**src/rtl/key_debounce_blck.sv**
```systemverilog
// Per-key synchroniser and debouncer: clean level vector plus one-cycle
// press, release and long-press pulses for each key line.
module key_debounce_blck #(
  parameter int          WD_KEY   = 4,
  parameter logic        MD_PRESS = 1'b0,
  parameter logic [31:0] NB_DEB   = 32'd1_000_000,
  parameter logic [31:0] NB_LONG  = 32'd100_000_000
) (
  input  logic              i_sys_clk,
  input  logic              i_rst_n,
  input  logic [WD_KEY-1:0] i_key_raw,
  output logic [WD_KEY-1:0] o_key_row,
  output logic [WD_KEY-1:0] o_key_press,
  output logic [WD_KEY-1:0] o_key_release,
  output logic [WD_KEY-1:0] o_key_long
);

  typedef enum logic [1:0] {
    ST_RELEASED    = 2'd0,
    ST_PRESS_CHK   = 2'd1,
    ST_PRESSED     = 2'd2,
    ST_RELEASE_CHK = 2'd3
  } state_t;

  logic [WD_KEY-1:0] r_sync1;
  logic [WD_KEY-1:0] r_sync2;
  state_t            r_state [WD_KEY];
  logic [31:0]       r_cnt   [WD_KEY];
  logic [WD_KEY-1:0] r_long_done;
  logic [WD_KEY-1:0] r_row;
  logic [WD_KEY-1:0] r_press;
  logic [WD_KEY-1:0] r_release;
  logic [WD_KEY-1:0] r_long;

  logic [WD_KEY-1:0] w_p;
  state_t            w_state_nxt [WD_KEY];
  logic [31:0]       w_cnt_nxt   [WD_KEY];
  logic [WD_KEY-1:0] w_long_done_nxt;
  logic [WD_KEY-1:0] w_row_nxt;
  logic [WD_KEY-1:0] w_press_nxt;
  logic [WD_KEY-1:0] w_release_nxt;
  logic [WD_KEY-1:0] w_long_nxt;

  assign w_p = ~(r_sync2 ^ {WD_KEY{MD_PRESS}});

  // Two-flop synchroniser on the raw asynchronous key lines
  always_ff @(posedge i_sys_clk or negedge i_rst_n) begin
    if (!i_rst_n) begin
      r_sync1 <= {WD_KEY{~MD_PRESS}};
      r_sync2 <= {WD_KEY{~MD_PRESS}};
    end else begin
      r_sync1 <= i_key_raw;
      r_sync2 <= r_sync1;
    end
  end

  // Per-key debounce FSM: next state, counter, flag and output pulses
  always_comb begin
    w_long_done_nxt = r_long_done;
    w_row_nxt       = r_row;
    w_press_nxt     = {WD_KEY{1'b0}};
    w_release_nxt   = {WD_KEY{1'b0}};
    w_long_nxt      = {WD_KEY{1'b0}};
    for (int k = 0; k < WD_KEY; k++) begin
      w_state_nxt[k] = r_state[k];
      w_cnt_nxt[k]   = r_cnt[k];
      case (r_state[k])
        ST_RELEASED: begin
          if (w_p[k]) begin
            w_state_nxt[k] = ST_PRESS_CHK;
            w_cnt_nxt[k]   = 32'd0;
          end else begin
            w_row_nxt[k] = ~MD_PRESS;
          end
        end
        ST_PRESS_CHK: begin
          if (!w_p[k]) begin
            w_state_nxt[k] = ST_RELEASED;
          end else if (r_cnt[k] == NB_DEB - 32'd1) begin
            w_state_nxt[k] = ST_PRESSED;
            w_row_nxt[k]   = MD_PRESS;
            w_press_nxt[k] = 1'b1;
            w_cnt_nxt[k]   = 32'd0;
          end else begin
            w_cnt_nxt[k] = r_cnt[k] + 32'd1;
          end
        end
        ST_PRESSED: begin
          if (!w_p[k]) begin
            w_state_nxt[k] = ST_RELEASE_CHK;
            w_cnt_nxt[k]   = 32'd0;
          end else if (r_cnt[k] == NB_LONG - 32'd1) begin
            // Counter parks here; long_done keeps the pulse to one per press
            if (!r_long_done[k]) begin
              w_long_nxt[k]      = 1'b1;
              w_long_done_nxt[k] = 1'b1;
            end else begin
              w_long_done_nxt[k] = 1'b1;
            end
          end else begin
            w_cnt_nxt[k] = r_cnt[k] + 32'd1;
          end
        end
        ST_RELEASE_CHK: begin
          if (w_p[k]) begin
            w_state_nxt[k] = ST_PRESSED;
            w_cnt_nxt[k]   = 32'd0;
          end else if (r_cnt[k] == NB_DEB - 32'd1) begin
            w_state_nxt[k]     = ST_RELEASED;
            w_row_nxt[k]       = ~MD_PRESS;
            w_release_nxt[k]   = 1'b1;
            w_long_done_nxt[k] = 1'b0;
            w_cnt_nxt[k]       = 32'd0;
          end else begin
            w_cnt_nxt[k] = r_cnt[k] + 32'd1;
          end
        end
        default: begin
          w_state_nxt[k]     = ST_RELEASED;
          w_cnt_nxt[k]       = 32'd0;
          w_row_nxt[k]       = ~MD_PRESS;
          w_long_done_nxt[k] = 1'b0;
        end
      endcase
    end
  end

  // State, counter and registered output update
  always_ff @(posedge i_sys_clk or negedge i_rst_n) begin
    if (!i_rst_n) begin
      for (int k = 0; k < WD_KEY; k++) begin
        r_state[k] <= ST_RELEASED;
        r_cnt[k]   <= 32'd0;
      end
      r_long_done <= {WD_KEY{1'b0}};
      r_row       <= {WD_KEY{~MD_PRESS}};
      r_press     <= {WD_KEY{1'b0}};
      r_release   <= {WD_KEY{1'b0}};
      r_long      <= {WD_KEY{1'b0}};
    end else begin
      for (int k = 0; k < WD_KEY; k++) begin
        r_state[k] <= w_state_nxt[k];
        r_cnt[k]   <= w_cnt_nxt[k];
      end
      r_long_done <= w_long_done_nxt;
      r_row       <= w_row_nxt;
      r_press     <= w_press_nxt;
      r_release   <= w_release_nxt;
      r_long      <= w_long_nxt;
    end
  end

  assign o_key_row     = r_row;
  assign o_key_press   = r_press;
  assign o_key_release = r_release;
  assign o_key_long    = r_long;

endmodule

```
**config.mk**
```make
export PLATFORM = sky130hd
export DESIGN_NAME = key_debounce_blck
export DESIGN_NICKNAME = d
export VERILOG_FILES = /design/src/rtl/key_debounce_blck.sv
export SDC_FILE = /design/constraint.sdc
export NUM_CORES = 1
export LEC_CHECK = 0
export CORE_MARGIN = 2
export CORE_UTILIZATION = 30
export DETAILED_ROUTE_END_ITERATION = 10
export PLACE_DENSITY = 0.52
export SETUP_SLACK_MARGIN = 0.02
export SYNTH_ARGS = -nofsm -noshare
export SYNTH_HDL_FRONTEND = slang
export SYNTH_SLANG_ARGS = --single-unit
```
**constraint.sdc**
```tcl
create_clock -name i_sys_clk -period 4.6 [get_ports i_sys_clk]
set_clock_uncertainty 0.1 [all_clocks]
set_input_delay 0.92 -clock i_sys_clk [delete_from_list [all_inputs] [get_ports i_sys_clk]]
set_output_delay 0.92 -clock i_sys_clk [all_outputs]
set_load 0.02 [all_outputs]
```
==> results of run 1 <==
[cell type report]
| cell class | count | area (sq um) |
|---|---|---|
| Clock buffer | 17 | 425 |
| Clock inverter | 15 | 163 |
| Fill cell | 3124 | 20100 |
| Inverter | 31 | 116 |
| Multi-Input combinational cell | 791 | 4740 |
| Sequential cell | 164 | 4120 |
| Tap cell | 396 | 495 |
| Timing Repair Buffer | 28 | 264 |
[power by group]
| group | switching (W) | internal [W] | total [W] | leakage [nW] |
|---|---|---|---|---|
| sequential | 0.0000483 | 0.00149 | 0.00154 | 2.23 |
| combinational | 0.000603 | 0.000260 | 0.000863 | 1.53 |
| clock | 0.000692 | 0.000775 | 0.00147 | 0.284 |
[layer usage]
metal | wire length, microns | part of all wire [%]
met1 | 11400 | 50
met2 | 10300 | 46
met3 | 617 | 2.7
met4 | 269 | 1.2
met5 | 0 | 0
[cell usage after synthesis, drive strengths merged (3+ instances only)]
| library cell | n |
|---|---|
| inv | 31 |
| a22oi | 3 |
| clkbuf | 18 |
| buf | 25 |
| o41ai | 7 |
| and2 | 14 |
| nor4b | 7 |
| nor3 | 22 |
| dfrtp | 152 |
| o311ai | 13 |
| xnor2 | 19 |
| a21oi | 33 |
| o2bb2ai | 3 |
| nor4bb | 4 |
| ha | 14 |
| nand4 | 32 |
| nor3b | 4 |
| nand2 | 109 |
| and4 | 7 |
| o21a | 5 |
| or4b | 6 |
| a21o | 10 |
| a31oi | 17 |
| nor2b | 5 |
| nor4 | 30 |
| o211ai | 3 |
| a2bb2oi | 9 |
| dfstp | 12 |
| nor2 | 89 |
| o31ai | 38 |
| nand3 | 82 |
| or2 | 5 |
| or3 | 17 |
| o21ai | 94 |
| nand2b | 13 |
| or4 | 17 |
| and3 | 24 |
| nand3b | 3 |
| xor2 | 13 |
[worst reg2reg max path: cells and delay by family (launching register included)]
family | cells | cell delay [ns]
buf+inv | 1 | 0.13
simple gates | 4 | 1.83
fa+ha+maj | 1 | 0.23
flops | 1 | 0.41
compound gates | 2 | 0.36
[sequential cells by signal, summed over array words and instances (netlist names), named ones only]
| register | flops |
|---|---|
| o_key_long | 4 |
| o_key_press | 4 |
| o_key_release | 4 |
| o_key_row | 4 |
| r_cnt | 128 |
| r_long_done | 4 |
| r_state | 4 |
| r_sync1 | 4 |
| r_sync2 | 4 |
[through the flow]
step | setup slack [ns] | total power (W)
floorplan | 2.17 | 0.00222
global placement | 1.49 | 0.00243
detailed placement | 1.39 | 0.00244
CTS | 1.37 | 0.00393
global route | 1.13 | 0.00410
finish | 1.44 | 0.00387
[logic make-up (layout without fill, tap and decap cells)]
group,Yosys count,count (layout)
simple gates,495,495
compound gates,248,248
flops,164,164
buf+inv,74,91
xor+xnor,32,32
fa+ha+maj,14,14
mux,2,2
[worst paths after layout]
path	start	to	depth (start not counted)
max	r_state[2]	r_cnt[34]	8
min	r_sync1[1]	r_sync2[1]	0
max reg2reg	r_state[2]	r_cnt[34]	8
min reg2reg	r_sync1[1]	r_sync2[1]	0
max in group asynchronous	i_rst_n	r_sync1[1]	2
min in group asynchronous	i_rst_n	r_long_done[2]	1
==> metrics.txt, run 1 <==
highest clock rate roughly 320 MHz; register area share after synthesis 44.8%; total number of vias around 7700; mapped cell area 9200 sq um; P&R area growth vs syn 12.2%; commonest non-fill, non-tap cells in the layout dfrtp_1, nand2_1, o21ai_0; post-route cell area 10300 sq um; crit-path cells inv_1 -> ha_1 -> nand2b_1 -> or4_1 -> or4_4 -> nand2_1 -> o21ai_0 -> o21ai_0; post-synthesis xor/xnor area fraction between 3 and 4%; chip width 179 microns; routed len/inst about 16 microns; Die Ht 179 microns; asr flop ratio synth 100%; DR DRC count 0; crit path DAT 3.40 ns; Yosys Warn Count 0; cells after synthesis about 1000; crit share post-route 68.8%; Net Count, Synth 1049; largest net degree at the start of global routing 72; final hold violation count 0; Core Area 30400 sq um; reg-to-reg setup timing slack approximately 1.4 ns; vias per cell 5.37; met2 Usage GRT 23.0%; final core utilization 33.9%; Post-CTS Resized 0; number of max-cap violations 0; Min Hold Slack roughly 0.26 ns; CTS clk-pin slew, worst paths about 0.070 ns; total CTS buffers 17; worst slew margin relative to its limit around a fifth; Max Slew Vio Count 0; hold crit path type flip-flop to flip-flop; clock tree buffer depth 2; Critical Path RT 4.84 ns; Final min period 3.16 ns; top area cells in the synthesized netlist dfrtp_1, o21ai_0, nand2_1; DP HPWL 14.9 mm; number of enable flip-flop cells after synthesis 0; CTS tree yes; initial antenna violation count 0; Setup crit start kind flip-flop; Avg Cell Area, Syn 8.94 sq um; Worst-Skew Late Latency 0.44 ns; initial DRC count 497; busiest grt layer met2; WL final 22.6 mm; met1 Use GR 20.4%; Synth top area share around 41%; clock root cell clkbuf_16; Worst IR Drop VDD 242 uV; Ports 22; CP max stage cell nand2_1; post-synth top area cell dfrtp_1; setup bufs post-CTS 0; Compound-Gate Fraction of Synth Area 17.2%; global route overflow 0; H-Tree Depth 4; global placement routability congestion 0.822; final std cells w/o fill 1442; Cell Area, Placed 9730 sq um; largest family of logic cells by synthesized area simple AND/OR/NAND/NOR gates; multiplexer share of the synthesized area 0.218%; share of cells above drive strength 1 between 7 and 8%; hold_buf cts 0; number of global-route vias before repair 7225; Power Density 375 nW/um^2; Placed Cells between 1000 and 1500; CP top delay family simple AND/OR/NAND/NOR gates; adder-cell share of the synthesized area under 10%; flop and latch count out of synthesis ~160; first-pass GRT wire length 37.9 mm; endpoints failing setup 0; crit path kind flip-flop to flip-flop; # port buffers 21; post-synth cell types 72; final setup TNS 0 ns; Post-Synth Simple-Gate Area between 20% and 30%; Worst-Margin Slew 1.19 ns; CP endpoint kind flip-flop; M3 GR Usage 2.76%; Layout Nets 1053; CTS sink count between 150 and 200; Detailed Routing Iterations Pass 1 7; ANT cells 0; outcome finished clean; initial core utilization between 30% and 40%; max incr delay on CP 0.77 ns; GRT Total Usage approximately 15%; post-route antenna net violation count 0; most frequent cell on the critical path o21ai_0; row count 64; most common cell after layout, fill and taps aside dfrtp_1; Pleak approximately 4.0 nW; die area 32100 sq um; unrepaired setup endpoints after global routing false; Main synth FF type dfrtp_1; CP bufs+invs 1; critical path fanouts, max 32
(Power assumes the default switching activity.)
==> inputs of run 2 (changes only) <==
==> constraint.sdc (replaced) <==
create_clock -name i_sys_clk -period 3 [get_ports i_sys_clk]
set_clock_uncertainty 0.1 [all_clocks]
set_input_delay 0.6 -clock i_sys_clk [delete_from_list [all_inputs] [get_ports i_sys_clk]]
set_output_delay 0.6 -clock i_sys_clk [all_outputs]
set_load 0.02 [all_outputs]
==> run 2 against run 1 <==
Die area unchanged. Register-to-register slack got worse by 1.2 ns. Sequential power rose by 53%. Count of clock-buffer cells in the layout is the same. Wire length grew 0.30%. Sequential share of layout area fell by 1.3 points. Cell count rose by 2.4%. Largest power group unchanged. Global-route usage increased by 0.32 points. Design area rose by 3.3%.
==> metrics.txt, run 2 (synthesis gave the netlist of run 1 again) <==
outcome finished clean; Power Density 574 nW/um^2 (+53%); worst slew margin relative to its limit 31.5% (+11 points); clock tree buffer depth 2 (unchanged); hold crit path type flip-flop to flip-flop; vias per cell 5.37 (+0.14%); number of global-route vias before repair 7675 (+6.2%); Fill cells 3141 (+0.54%); routed len/inst 15.3 microns (-2.1%); crit path DAT 3.01 ns (-0.39 ns); Hold Crit Start r_sync1[2]; Hold Path End r_sync2[2]; worst r2r dst r_cnt[84]; endpoints failing setup 0 (unchanged); chip width 179 microns (unchanged); row count 64 (unchanged); final hold violation count 0 (unchanged); P&R area growth vs syn 15.9%; CTS sink count 164 (unchanged); # port buffers 21 (unchanged); initial antenna violation count 0 (unchanged); reg2reg start r_cnt[71]; combinational fraction of design power 24.7% (+2.4 points); Final min period 2.81 ns (-0.358 ns); clock root cell clkbuf_16; DP HPWL 15.4 mm (+3.7%); GRT Total Usage 15.0% (+0.32 points); initial core utilization 30.2% (unchanged); Pleak 4.25 nW (+5.2%); Worst-Skew Late Latency 0.44 ns (about the same); first-pass GRT wire length 39.2 mm (+3.2%); Worst-Margin Slew 1.02 ns (-0.168 ns); crit share post-route 93.5% (+25 points); Int Pwr 0.00410 W (+62%); Biggest register r_cnt; Critical Path RT 3.21 ns (-1.63 ns); number of max-cap violations 0 (unchanged); ANT cells 0 (unchanged); Seq pwr share 38.5% (-1.3 points); Max Slew Vio Count 0 (unchanged); final setup TNS 0 ns (unchanged); post-route antenna net violation count 0 (unchanged); WL final 22.6 mm (+0.30%); critical path fanouts, max 14 (-56%); highest clock rate 356 MHz (+13%); hold path depth 0 (unchanged); sw power 0.00203 W (+51%); global placement routability congestion 0.808 (-1.6%); most common cell after layout, fill and taps aside dfrtp_1; total number of vias 7938 (+2.6%); Setup crit start kind flip-flop; Post-CTS Resized 0 (unchanged); largest net degree at the start of global routing 57 (-21%); CTS tree yes; H-Tree Depth 4 (unchanged); Cell Area, Placed 10100 sq um (+3.4%); total CTS buffers 17 (unchanged); Clock power frac 36.8% (-1.1 points); CP endpoint kind flip-flop; Layout Nets 1088 (+3.3%); worst reg2reg path depth 7 (-1); initial DRC count 528 (+6.2%); Detailed Routing Iterations Pass 1 5 (-2); Die Ht 179 microns (unchanged); reg-to-reg setup timing slack 0.19 ns (-1.24 ns); Ports 22 (unchanged); crit path kind flip-flop to flip-flop; die area 32100 sq um (unchanged); commonest non-fill, non-tap cells in the layout dfrtp_1, nand2_1, o21ai_0; share of cells above drive strength 1 10.1% (+2.8 points); unrepaired setup endpoints after global routing false; Core Area 30400 sq um (unchanged); DR DRC count 0 (unchanged); Switching Share 33.1% (-1.6 points); post-route cell area 10700 sq um (+3.3%); Worst IR Drop VDD 391 uV (+62%); max FFs per register 128 (unchanged); global route overflow 0 (unchanged); CTS clk-pin slew, worst paths 0.07 ns (about the same)
[run 2: cell count changes in the layout (fill, tap and decap cells not counted), sizes merged]
| cell | before | now |
|---|---|---|
| clkinv | 1 | 3 |
| dlygate4sd3 | 0 | 1 |
| clkinvlp | 3 | 2 |
| inv | 41 | 39 |
| bufinv | 1 | 2 |
| buf | 8 | 42 |
[run 2: worst max-delay path by stage]
stage               startpoint          to  slack [ns]
floorplan           r_cnt[108]  r_cnt[101]        0.57
CTS                  r_cnt[71]   r_cnt[70]        0.20
finish               r_cnt[71]   r_cnt[84]        0.19
global placement     r_cnt[71]   r_cnt[81]        0.24
global route         r_cnt[72]   r_cnt[70]        0.03
detailed placement   r_cnt[71]   r_cnt[81]        0.23
[run 2: power groups by stage]
stage | combinational [W] | sequential [W] | clock (W)
after floorplan | 0.00102 | 0.00239 | 0
after global routing | 0.00171 | 0.00237 | 0.00242
after CTS | 0.00153 | 0.00236 | 0.00232
final | 0.00151 | 0.00236 | 0.00225
after global placement | 0.00153 | 0.00240 | 0
after detailed placement | 0.00153 | 0.00240 | 0
[run 2: layout make-up]
cell class              instances  area (sq um)  area share [%]
multi-input cells             791          4740            44.4
flip-flops and latches        164          4120            38.6
repair buffers                 63           604            5.67
well taps                     396           495            4.65
clock buffers                  17           425            3.99
clock inverters                15           166            1.56
inverters                      31           116            1.09
[run 2: per-layer routing]
| metal | vias to the layer above | track usage [%] | wire length (microns) |
|---|---|---|---|
| li1 | 3906 | - | - |
| met1 | 3891 | 21.1 | 11300 |
| met2 | 118 | 23.5 | 10400 |
| met3 | 23 | 2.27 | 596 |
| met4 | 0 | 4.64 | 314 |
| met5 | - | 0 | 0 |
[run 2: stage by stage]
| step | setup WS [ns] | power (W) | util [%] | hold slack (ns) | cells |
|---|---|---|---|---|---|
| global route | 0.0338 | 0.00650 | 35.0 | 0.265 | 1477 |
| detailed placement | 0.228 | 0.00393 | 33.1 | 0.249 | 1444 |
| global placement | 0.245 | 0.00393 | 33.1 | 0.245 | 1444 |
| floorplan | 0.570 | 0.00341 | - | 0.204 | 1029 |
| CTS | 0.195 | 0.00622 | 35.0 | 0.259 | 1477 |
| finish | 0.195 | 0.00613 | 35.0 | 0.259 | 1477 |
[run 2: timing repair]
| item | CTS | global route |
|---|---|---|
| hold buffers | 1 | 0 |
| buffers inserted | 0 | 0 |
| endpoints found under the hold margin | 24 | 0 |
[run 2: critical path, stage by stage, from the launching register on]
cell	delay [ns]
dfrtp_1	0.42
or4b_1	0.56
or2_1	0.28
or3_1	0.41
o21a_2	0.31
nand3_2	0.29
buf_4	0.22
o31ai_1	0.08
